==> config.mk <==
export PLATFORM = sky130hd
export DESIGN_NAME = iomem_initiator
export DESIGN_NICKNAME = d
export VERILOG_FILES = /design/src/rtl/iomem_pkg.sv /design/src/rtl/iomem_cmd_fifo.sv /design/src/rtl/iomem_initiator.sv
export SDC_FILE = /design/constraint.sdc
export NUM_CORES = 1
export LEC_CHECK = 0
export CAP_MARGIN = 20
export CORE_MARGIN = 2
export CORE_UTILIZATION = 46
export CTS_BUF_LIST = sky130_fd_sc_hd__clkbuf_8
export DETAILED_ROUTE_END_ITERATION = 12
export MAX_ROUTING_LAYER = met4
export PLACE_DENSITY = 0.69
export SYNTH_ARGS = -nofsm -noshare
export SYNTH_HDL_FRONTEND = slang
export SYNTH_SLANG_ARGS = --single-unit
==> constraint.sdc <==
create_clock -name CLK -period 3.7 [get_ports CLK]
set_input_delay 0.74 -clock CLK [delete_from_list [all_inputs] [get_ports CLK]]
set_output_delay 0.74 -clock CLK [all_outputs]
set_load 0.02 [all_outputs]
==> src/rtl/iomem_pkg.sv <==
// Shared types and constants for the iomem initiator.
//   state_e     : sequencer states (idle, bus request in flight, response held)
//   iomem_cmd_t : one queued bus command {wstrb, addr, wdata}; wstrb == 0 is a read
//   GpioBase    : base address of the board GPIO responder
package iomem_pkg;

    typedef enum logic [1:0] {
        StIdle,
        StBus,
        StRsp
    } state_e;

    typedef struct packed {
        logic [3:0]  wstrb;
        logic [31:0] addr;
        logic [31:0] wdata;
    } iomem_cmd_t;

    localparam int unsigned CmdWidth = 68;
    localparam logic [31:0] GpioBase = 32'h0300_0000;

endpackage

==> src/rtl/iomem_cmd_fifo.sv <==
// Synchronous command FIFO for the iomem initiator.
//   clk_i/rst_i : clock, synchronous active-high reset (empties the FIFO)
//   push_i      : write wdata_i; caller only pushes when !full_o
//   pop_i       : drop the head entry; caller only pops when !empty_o
//   rdata_o     : head entry (valid while !empty_o)
//   full_o      : registered-count full flag
//   empty_o     : registered-count empty flag
module iomem_cmd_fifo
    import iomem_pkg::*;
#(
    parameter int unsigned Depth = 4
) (
    input  logic       clk_i,
    input  logic       rst_i,
    input  logic       push_i,
    input  iomem_cmd_t wdata_i,
    input  logic       pop_i,
    output iomem_cmd_t rdata_o,
    output logic       full_o,
    output logic       empty_o
);

    localparam int unsigned PtrW = (Depth > 1) ? $clog2(Depth) : 1;
    localparam int unsigned CntW = PtrW + 1;

    iomem_cmd_t      mem_q [Depth];
    logic [PtrW-1:0] wptr_q, wptr_d;
    logic [PtrW-1:0] rptr_q, rptr_d;
    logic [CntW-1:0] count_q, count_d;

    // Depth is a power of two, so pointers wrap by natural overflow.
    always_comb begin
        wptr_d  = wptr_q;
        rptr_d  = rptr_q;
        count_d = count_q;
        if (push_i) begin
            wptr_d = wptr_q + PtrW'(1);
        end
        if (pop_i) begin
            rptr_d = rptr_q + PtrW'(1);
        end
        if (push_i && !pop_i) begin
            count_d = count_q + CntW'(1);
        end else if (pop_i && !push_i) begin
            count_d = count_q - CntW'(1);
        end
    end

    always_ff @(posedge clk_i) begin
        if (rst_i) begin
            wptr_q  <= '0;
            rptr_q  <= '0;
            count_q <= '0;
        end else begin
            wptr_q  <= wptr_d;
            rptr_q  <= rptr_d;
            count_q <= count_d;
        end
    end

    // Storage needs no reset; the count alone defines which entries are live.
    always_ff @(posedge clk_i) begin
        if (push_i) begin
            mem_q[wptr_q] <= wdata_i;
        end
    end

    assign rdata_o = mem_q[rptr_q];
    assign full_o  = (count_q == CntW'(Depth));
    assign empty_o = (count_q == '0);

endmodule

==> src/rtl/iomem_initiator.sv <==
// PicoSoC iomem bus initiator: queues commands, runs one bus transaction at a
// time and returns one response per command, aborting on a bus timeout.
//   CLK, RST                      : clock, synchronous active-high reset
//   cmd_valid/ready, cmd_*        : command stream (wstrb == 0 means read)
//   rsp_valid/ready, rsp_*        : response stream (rsp_timeout flags an abort)
//   iomem_valid/ready, iomem_*    : iomem bus master side
module iomem_initiator
    import iomem_pkg::*;
#(
    parameter int unsigned FIFO_DEPTH     = 4,
    parameter int unsigned TIMEOUT_CYCLES = 255,
    parameter logic [31:0] TIMEOUT_RDATA  = 32'h0000_0000
) (
    input  logic        CLK,
    input  logic        RST,
    input  logic        cmd_valid,
    output logic        cmd_ready,
    input  logic [3:0]  cmd_wstrb,
    input  logic [31:0] cmd_addr,
    input  logic [31:0] cmd_wdata,
    output logic        rsp_valid,
    input  logic        rsp_ready,
    output logic [31:0] rsp_rdata,
    output logic        rsp_timeout,
    output logic        iomem_valid,
    input  logic        iomem_ready,
    output logic [3:0]  iomem_wstrb,
    output logic [31:0] iomem_addr,
    output logic [31:0] iomem_wdata,
    input  logic [31:0] iomem_rdata
);

    localparam int unsigned CntW = $clog2(TIMEOUT_CYCLES);
    localparam logic [CntW-1:0] CntLast = CntW'(TIMEOUT_CYCLES - 1);

    iomem_cmd_t fifo_head;
    iomem_cmd_t cmd_in;
    logic       fifo_full, fifo_empty, fifo_push, fifo_pop;

    state_e          state_q, state_d;
    logic [CntW-1:0] cnt_q, cnt_d;
    iomem_cmd_t      bus_q, bus_d;
    logic            iomem_valid_q, iomem_valid_d;
    logic            rsp_valid_q, rsp_valid_d;
    logic [31:0]     rsp_rdata_q, rsp_rdata_d;
    logic            rsp_timeout_q, rsp_timeout_d;

    assign cmd_in    = '{wstrb: cmd_wstrb, addr: cmd_addr, wdata: cmd_wdata};
    assign cmd_ready = !fifo_full;
    assign fifo_push = cmd_valid && !fifo_full;
    assign fifo_pop  = (state_q == StIdle) && !fifo_empty;

    iomem_cmd_fifo #(
        .Depth (FIFO_DEPTH)
    ) u_fifo (
        .clk_i   (CLK),
        .rst_i   (RST),
        .push_i  (fifo_push),
        .wdata_i (cmd_in),
        .pop_i   (fifo_pop),
        .rdata_o (fifo_head),
        .full_o  (fifo_full),
        .empty_o (fifo_empty)
    );

    always_comb begin
        state_d       = state_q;
        cnt_d         = cnt_q;
        bus_d         = bus_q;
        iomem_valid_d = iomem_valid_q;
        rsp_valid_d   = rsp_valid_q;
        rsp_rdata_d   = rsp_rdata_q;
        rsp_timeout_d = rsp_timeout_q;
        unique case (state_q)
            StIdle: begin
                if (!fifo_empty) begin
                    bus_d         = fifo_head;
                    iomem_valid_d = 1'b1;
                    cnt_d         = '0;
                    state_d       = StBus;
                end
            end
            StBus: begin
                // A completion on the last allowed cycle still wins over the timeout.
                if (iomem_ready) begin
                    rsp_rdata_d   = iomem_rdata;
                    rsp_timeout_d = 1'b0;
                    rsp_valid_d   = 1'b1;
                    iomem_valid_d = 1'b0;
                    state_d       = StRsp;
                end else if (cnt_q == CntLast) begin
                    rsp_rdata_d   = TIMEOUT_RDATA;
                    rsp_timeout_d = 1'b1;
                    rsp_valid_d   = 1'b1;
                    iomem_valid_d = 1'b0;
                    state_d       = StRsp;
                end else begin
                    cnt_d = cnt_q + CntW'(1);
                end
            end
            StRsp: begin
                // Passing through IDLE guarantees two low cycles of iomem_valid.
                if (rsp_ready) begin
                    rsp_valid_d = 1'b0;
                    state_d     = StIdle;
                end
            end
            default: state_d = StIdle;
        endcase
    end

    always_ff @(posedge CLK) begin
        if (RST) begin
            state_q       <= StIdle;
            cnt_q         <= '0;
            bus_q         <= '0;
            iomem_valid_q <= 1'b0;
            rsp_valid_q   <= 1'b0;
            rsp_rdata_q   <= '0;
            rsp_timeout_q <= 1'b0;
        end else begin
            state_q       <= state_d;
            cnt_q         <= cnt_d;
            bus_q         <= bus_d;
            iomem_valid_q <= iomem_valid_d;
            rsp_valid_q   <= rsp_valid_d;
            rsp_rdata_q   <= rsp_rdata_d;
            rsp_timeout_q <= rsp_timeout_d;
        end
    end

    assign iomem_valid = iomem_valid_q;
    assign iomem_wstrb = bus_q.wstrb;
    assign iomem_addr  = bus_q.addr;
    assign iomem_wdata = bus_q.wdata;
    assign rsp_valid   = rsp_valid_q;
    assign rsp_rdata   = rsp_rdata_q;
    assign rsp_timeout = rsp_timeout_q;

endmodule

# [Word-level counts from Yosys, hierarchy flattened]
# Memories as Yosys holds them, arrays and structs flattened. A register that Yosys moved wholly into a read port is not among the register bits.
# Cells that the tools add are included.
[totals] ramBits=272 output_inout_bits=104 elab_cells=69 register_bits=52 mem_count=1
[memory_table] name="u_fifo.mem_q" depth=4 word_bits=68 rd=1 rd_clocked_by_memory_dff=1 wr=1 line_no="iomem_cmd_fifo.sv:26" source="iomem_cmd_t mem_q [Depth];"
[op_classes] n_eq_ne=9 n_addsub=5 mux=24 n_reduce_logical=20 bitwise_logic=1
[ops] cell="32-bit two-way mux" n=2
[ops] cell="8-bit two-way mux" n=3
[ops] cell="8-bit one-hot mux with 2 select lines" n=1
[ops] cell="1-bit two-way mux" n=9
[ops] cell="3-bit AND reduction" n=3
[ops] cell="8-bit by 1-bit adder with 8-bit output (second input constant)" n=1
[ops] cell="8-bit == test (second input constant)" n=1
[ops] cell="2-bit two-way mux" n=4
[ops] cell="2-bit != test (second input constant)" n=4
[ops] cell="2-bit nonzero test" n=4
[ops] cell="3-bit two-way mux" n=2
[ops] cell="2-bit one-hot mux with 3 select lines" n=1
[ops] cell="2-bit by 1-bit adder with 2-bit output (second input constant)" n=2
[ops] cell="1-bit logical AND" n=4
[ops] cell="1-bit logical NOT" n=4
[ops] cell="1-bit one-hot mux with 2 select lines" n=2
[ops] cell="2-bit AND reduction" n=2
[ops] cell="4-bit AND reduction" n=1
[ops] cell="3-bit by 1-bit adder with 3-bit output (second input constant)" n=1
[ops] cell="3-bit == test (second input constant)" n=1
[ops] cell="3-bit logical NOT" n=1
[ops] cell="3-bit != test (second input constant)" n=1
[ops] cell="3-bit by 1-bit subtractor with 3-bit output (second input constant)" n=1
[ops] cell="2-bit by 1-bit == test with 1-bit output (second input constant)" n=1
[ops] cell="other kinds (3)" n=3

# [Depth between registers and ports, before layout]
[depth] word_depth=7 mapped_depth=11 ltp_nobuf=9

# [Cells and area by module]
# From an unflattened synthesis, not the netlist that was laid out.
[unflattened] cells_unflattened=838 area_unflattened_um2=14172.3
[by_module_without_submodules] module="iomem_cmd_fifo" area_each_um2=10264.8 n_inst=1 seq_area_each_um2=8348.0 cells_each=400
[by_module_without_submodules] module="iomem_initiator" area_each_um2=3907.5 n_inst=1 seq_area_each_um2=2262.2 cells_each=438

# [Least setup slack after synthesis]
# OpenSTA, ideal clock, no wires.
[synth_path] path_type="input port to flip-flop" start="in cmd_valid" end="mem u_fifo.mem_q[1][0] (netlist name), enable pin" n_path_buf=0 stages=2 t_required_ns=3.267 path_slack_ns=0.486 setup_ns=0.433 t_arrival_ns=2.780 path_cell_list="a21boi_1 > and2_1"
[synth_via] elab_chain_cells=3
[synth_lines] element="start: declaration" line_no="iomem_initiator.sv:16" source="input logic cmd_valid,"
[synth_lines] element="1-bit logical AND" line_no="iomem_initiator.sv:50" source="assign fifo_push = cmd_valid && !fifo_full;"
[synth_lines] element="1-bit two-way mux" line_no="iomem_cmd_fifo.sv:63" source="if (push_i) begin"
[synth_lines] element="1-bit two-way mux (implied by the code)" line_no="iomem_cmd_fifo.sv:64" source="mem_q[wptr_q] <= wdata_i;"
[synth_lines] element="end: declaration" line_no="iomem_cmd_fifo.sv:26"
# Every way passes these cells.

# [Worst setup path after layout]
[layout_path] start="reg u_fifo.count_q[0]" end="out cmd_ready"
[layout_via] elab_chain_cells=2
[layout_lines] element="start: declaration" line_no="iomem_cmd_fifo.sv:29" source="logic [CntW-1:0] count_q, count_d;"
[layout_lines] element="start signal: assignment" line_no="iomem_cmd_fifo.sv:57" source="count_q <= count_d;"
[layout_lines] element="3-bit == test" line_no="iomem_cmd_fifo.sv:69" source="assign full_o = (count_q == CntW'(Depth));"
[layout_lines] element="1-bit logical NOT" line_no="iomem_initiator.sv:49" source="assign cmd_ready = !fifo_full;"
[layout_lines] element="end: declaration" line_no="iomem_initiator.sv:17" source="output logic cmd_ready,"
# Every way passes these cells.

==> results.md <==
- Crit end category: output port
- Post-CTS setup buffers: 0
- Worst path max stage delay: 610 ps
- Critical path's slowest cell: clkdlybuf4s50_1
- Crit Reg-Reg Endpoint: u_fifo.count_q[2]
- Period utilization: 68.4%
- Final hold violation count: 0
- Crit Path Class: register to output port
- Via density: between 5 and 6
- Starting DRT DRC Count: 510
- Chip width: 180 um
- FF+latch count, synth: ~400
- Synth Warn #: 0
- Final Max Slew Viols: 0
- Pre-CTS setup slack: 803 ps
- TritonCTS Buffers: 61
- DPL Wire Length: 17.8 mm
- Final Critical Period: between 2000 and 3000 ps
- First-pass GRT wire length: roughly 46 mm
- Worst setup margin: roughly 1200 ps
- Worst-margin pin slew: about 1100 ps
- Max VDD drop: 431 uV
- Most common cell in the netlist: edfxtp_1
- Grt peak-use layer: met2
- Ys flop type: edfxtp_1
- Type of element launching the critical path: register
- PortBufs: approximately 210
- Die outline height: ~180 um
- Total gr overflow: 0
- Met3 Use GR: under 10%
- # DRC: 0
- Crit path cell chain: nor2_1 -> nand2_1 -> clkdlybuf4s50_1
- Largest net degree at the start of global routing: 73
- Post-synth top cells: edfxtp_1 (272), nand2_1 (141), dfxtp_1 (120), a21oi_1 (73), mux4_2 (68)
- Max clock buf depth: 3
- CTS resizes: 0
- Num ports: roughly 210
- Worst flop-to-flop path startpoint: u_fifo.count_q[0]
- Number of max-cap violations: 0
- CP Max Fanout: 4
- Routed len/inst: approximately 19 um
- Worst Path Required: about 3000 ps
- Initial antenna violation count: 1
- Grt met2 use: 29.6%
- H-tree depth: 2
- Slew Limit Headroom: a little over a quarter
- Number of flops mapped to enable cells by yosys: around 270
- Core area: slightly above 30000 um2
- Final clock skew: 27.1 ps
- Largest cells by area after synthesis: edfxtp_1 (58%), dfxtp_1 (17%), mux4_2 (11%)
- Die ar.: 32300 um2
- Power Total: 12900 uW
- Drt first pass iters: 5
- Met1 global-route usage: 24.2%
- Final setup violation count: 0
- CTS clock-pin slew for the worst setup and hold paths: 60 ps
- Vias in the first global route: about 8000
- Crit. Startpoint: u_fifo.count_q[0]
- Gpl congestion: a little under 0.8
- Synth top area share: roughly 58%
- Mapped Area: 14200 um2
- Register area share after synthesis: approximately 74%
- Initial Utilization: around 47%
- Final instance area: 18000 um2
- Row count: 64
- Clk_lat worst skew: around 600 ps
- Status: completed
- DP Area: 16700 um2
- Worst hold path type: register to register
- Nets: between 1000 and 1500
- Yosys cell types: a little over 40
- CTS sink cnt: 392
- Area grow syn2layout: 26.5%
- Synth Net Count: 952
- Power per cell area: just over 700 nW/um2
- Setup slack, reg-to-reg: approximately 1400 ps
- Cells on worst reg2reg path: 9
- Final WL: about 30 mm
- Fin Setup TNS: 0 ps
- DR vias: approximately 8000
- Achievable Freq: just under 400 MHz
- CTS tree: done
- Hold-fix buffers at CTS: 0
- RSZ-0062 raised after global routing: false
- Post-route ant nets: 0
- Crit path arrival time: 1790 ps
- Synth area leader: edfxtp_1
- Leakage: roughly 0.0061 uW
- Total track usage: between 10% and 20%
- Clk root buf: clkbuf_8
- Layout cells sized above 1: between 10% and 20%
- Syn Area/Cell: ~17 um2
- Critical Path End: cmd_ready
- Asr flop ratio synth: 0%
- Cells after Synth: about 840
## area by class of cell
class	instances	area, um2
diodes	1	2.50
clock buffers	69	950
clock inverters	45	317
fillers	2339	12600
inverters	8	35.0
multi-input cells	392	3320
flip-flops and latches	392	10600
well taps	396	495
repair buffers	223	2250
## routing by layer
metal	up-vias	share of wire (%)	wire, um
li1	3697	-	-
met1	3997	43	12800
met2	276	49	14400
met3	45	5.8	1700
met4	0	1.7	495
met5	-	0	0
## cells by family after synthesis
family	after synthesis	share of synthesized area, %
AND/OR/NAND/NOR	181	5.28
buffers and inverters	55	2.23
flip-flops	392	74.5
adder cells (fa/ha/maj)	8	0.758
AO/OA/AOI/OAI	127	5.96
multiplexers	70	10.9
XOR/XNOR	6	0.370
## state kept, by name (all words and copies together), names as in the netlist
| signal | flops |
|---|---|
| state_q | 2 |
| iomem_valid | 1 |
| u_fifo.count_q | 3 |
| cnt_q | 8 |
| u_fifo.mem_q | 272 |
| rsp_valid | 1 |
| iomem_wdata | 32 |
| iomem_addr | 32 |
| rsp_timeout | 1 |
| u_fifo.wptr_q | 2 |
| iomem_wstrb | 4 |
| u_fifo.rptr_q | 2 |
| rsp_rdata | 32 |
## report_power, final
group	internal [uW]	switching (uW)
registers	5380	426
clock network	2000	1650
logic	1570	1840
total	8960	3910
## critical path, delay by kind of cell (launching register included)
kind	cells	cell delay [ps]
buffers and inverters	1	610
flip-flops	1	420
AND/OR/NAND/NOR	2	170
## cells in the final DEF, fill, tap and decap left out, drive strengths merged, types with 14 or more instances in the layout
master / n
nor2: 14
a22o: 34
mux4: 68
inv: 24
edfxtp: 272
clkdlybuf4s50: 207
nand2: 141
buf: 16
a21oi: 76
dfxtp: 120
clkbuf: 69
clkinv: 24
## worst min path at each step
stage / endpoint / slack [ps] / startpoint / depth (start not counted)
floorplan: cnt_q[5] / 440 / cnt_q[5] / 1
detailed placement: iomem_valid / 450 / iomem_valid / 1
global route: iomem_wdata[21] / 470 / iomem_wdata[21] / 2
finish: iomem_addr[7] / 450 / iomem_addr[7] / 2
CTS: iomem_wdata[22] / 460 / iomem_wdata[22] / 2
global placement: iomem_valid / 450 / iomem_valid / 1
## per-stage QoR
stage	utilization [%]	hold slack [ps]	instances
finish	58.8	454	1526
CTS	58.8	456	1525
global placement	54.7	446	1411
floorplan	-	443	839
global route	58.8	474	1526
detailed placement	54.7	447	1411
Power figures use the tool's default switching activity.
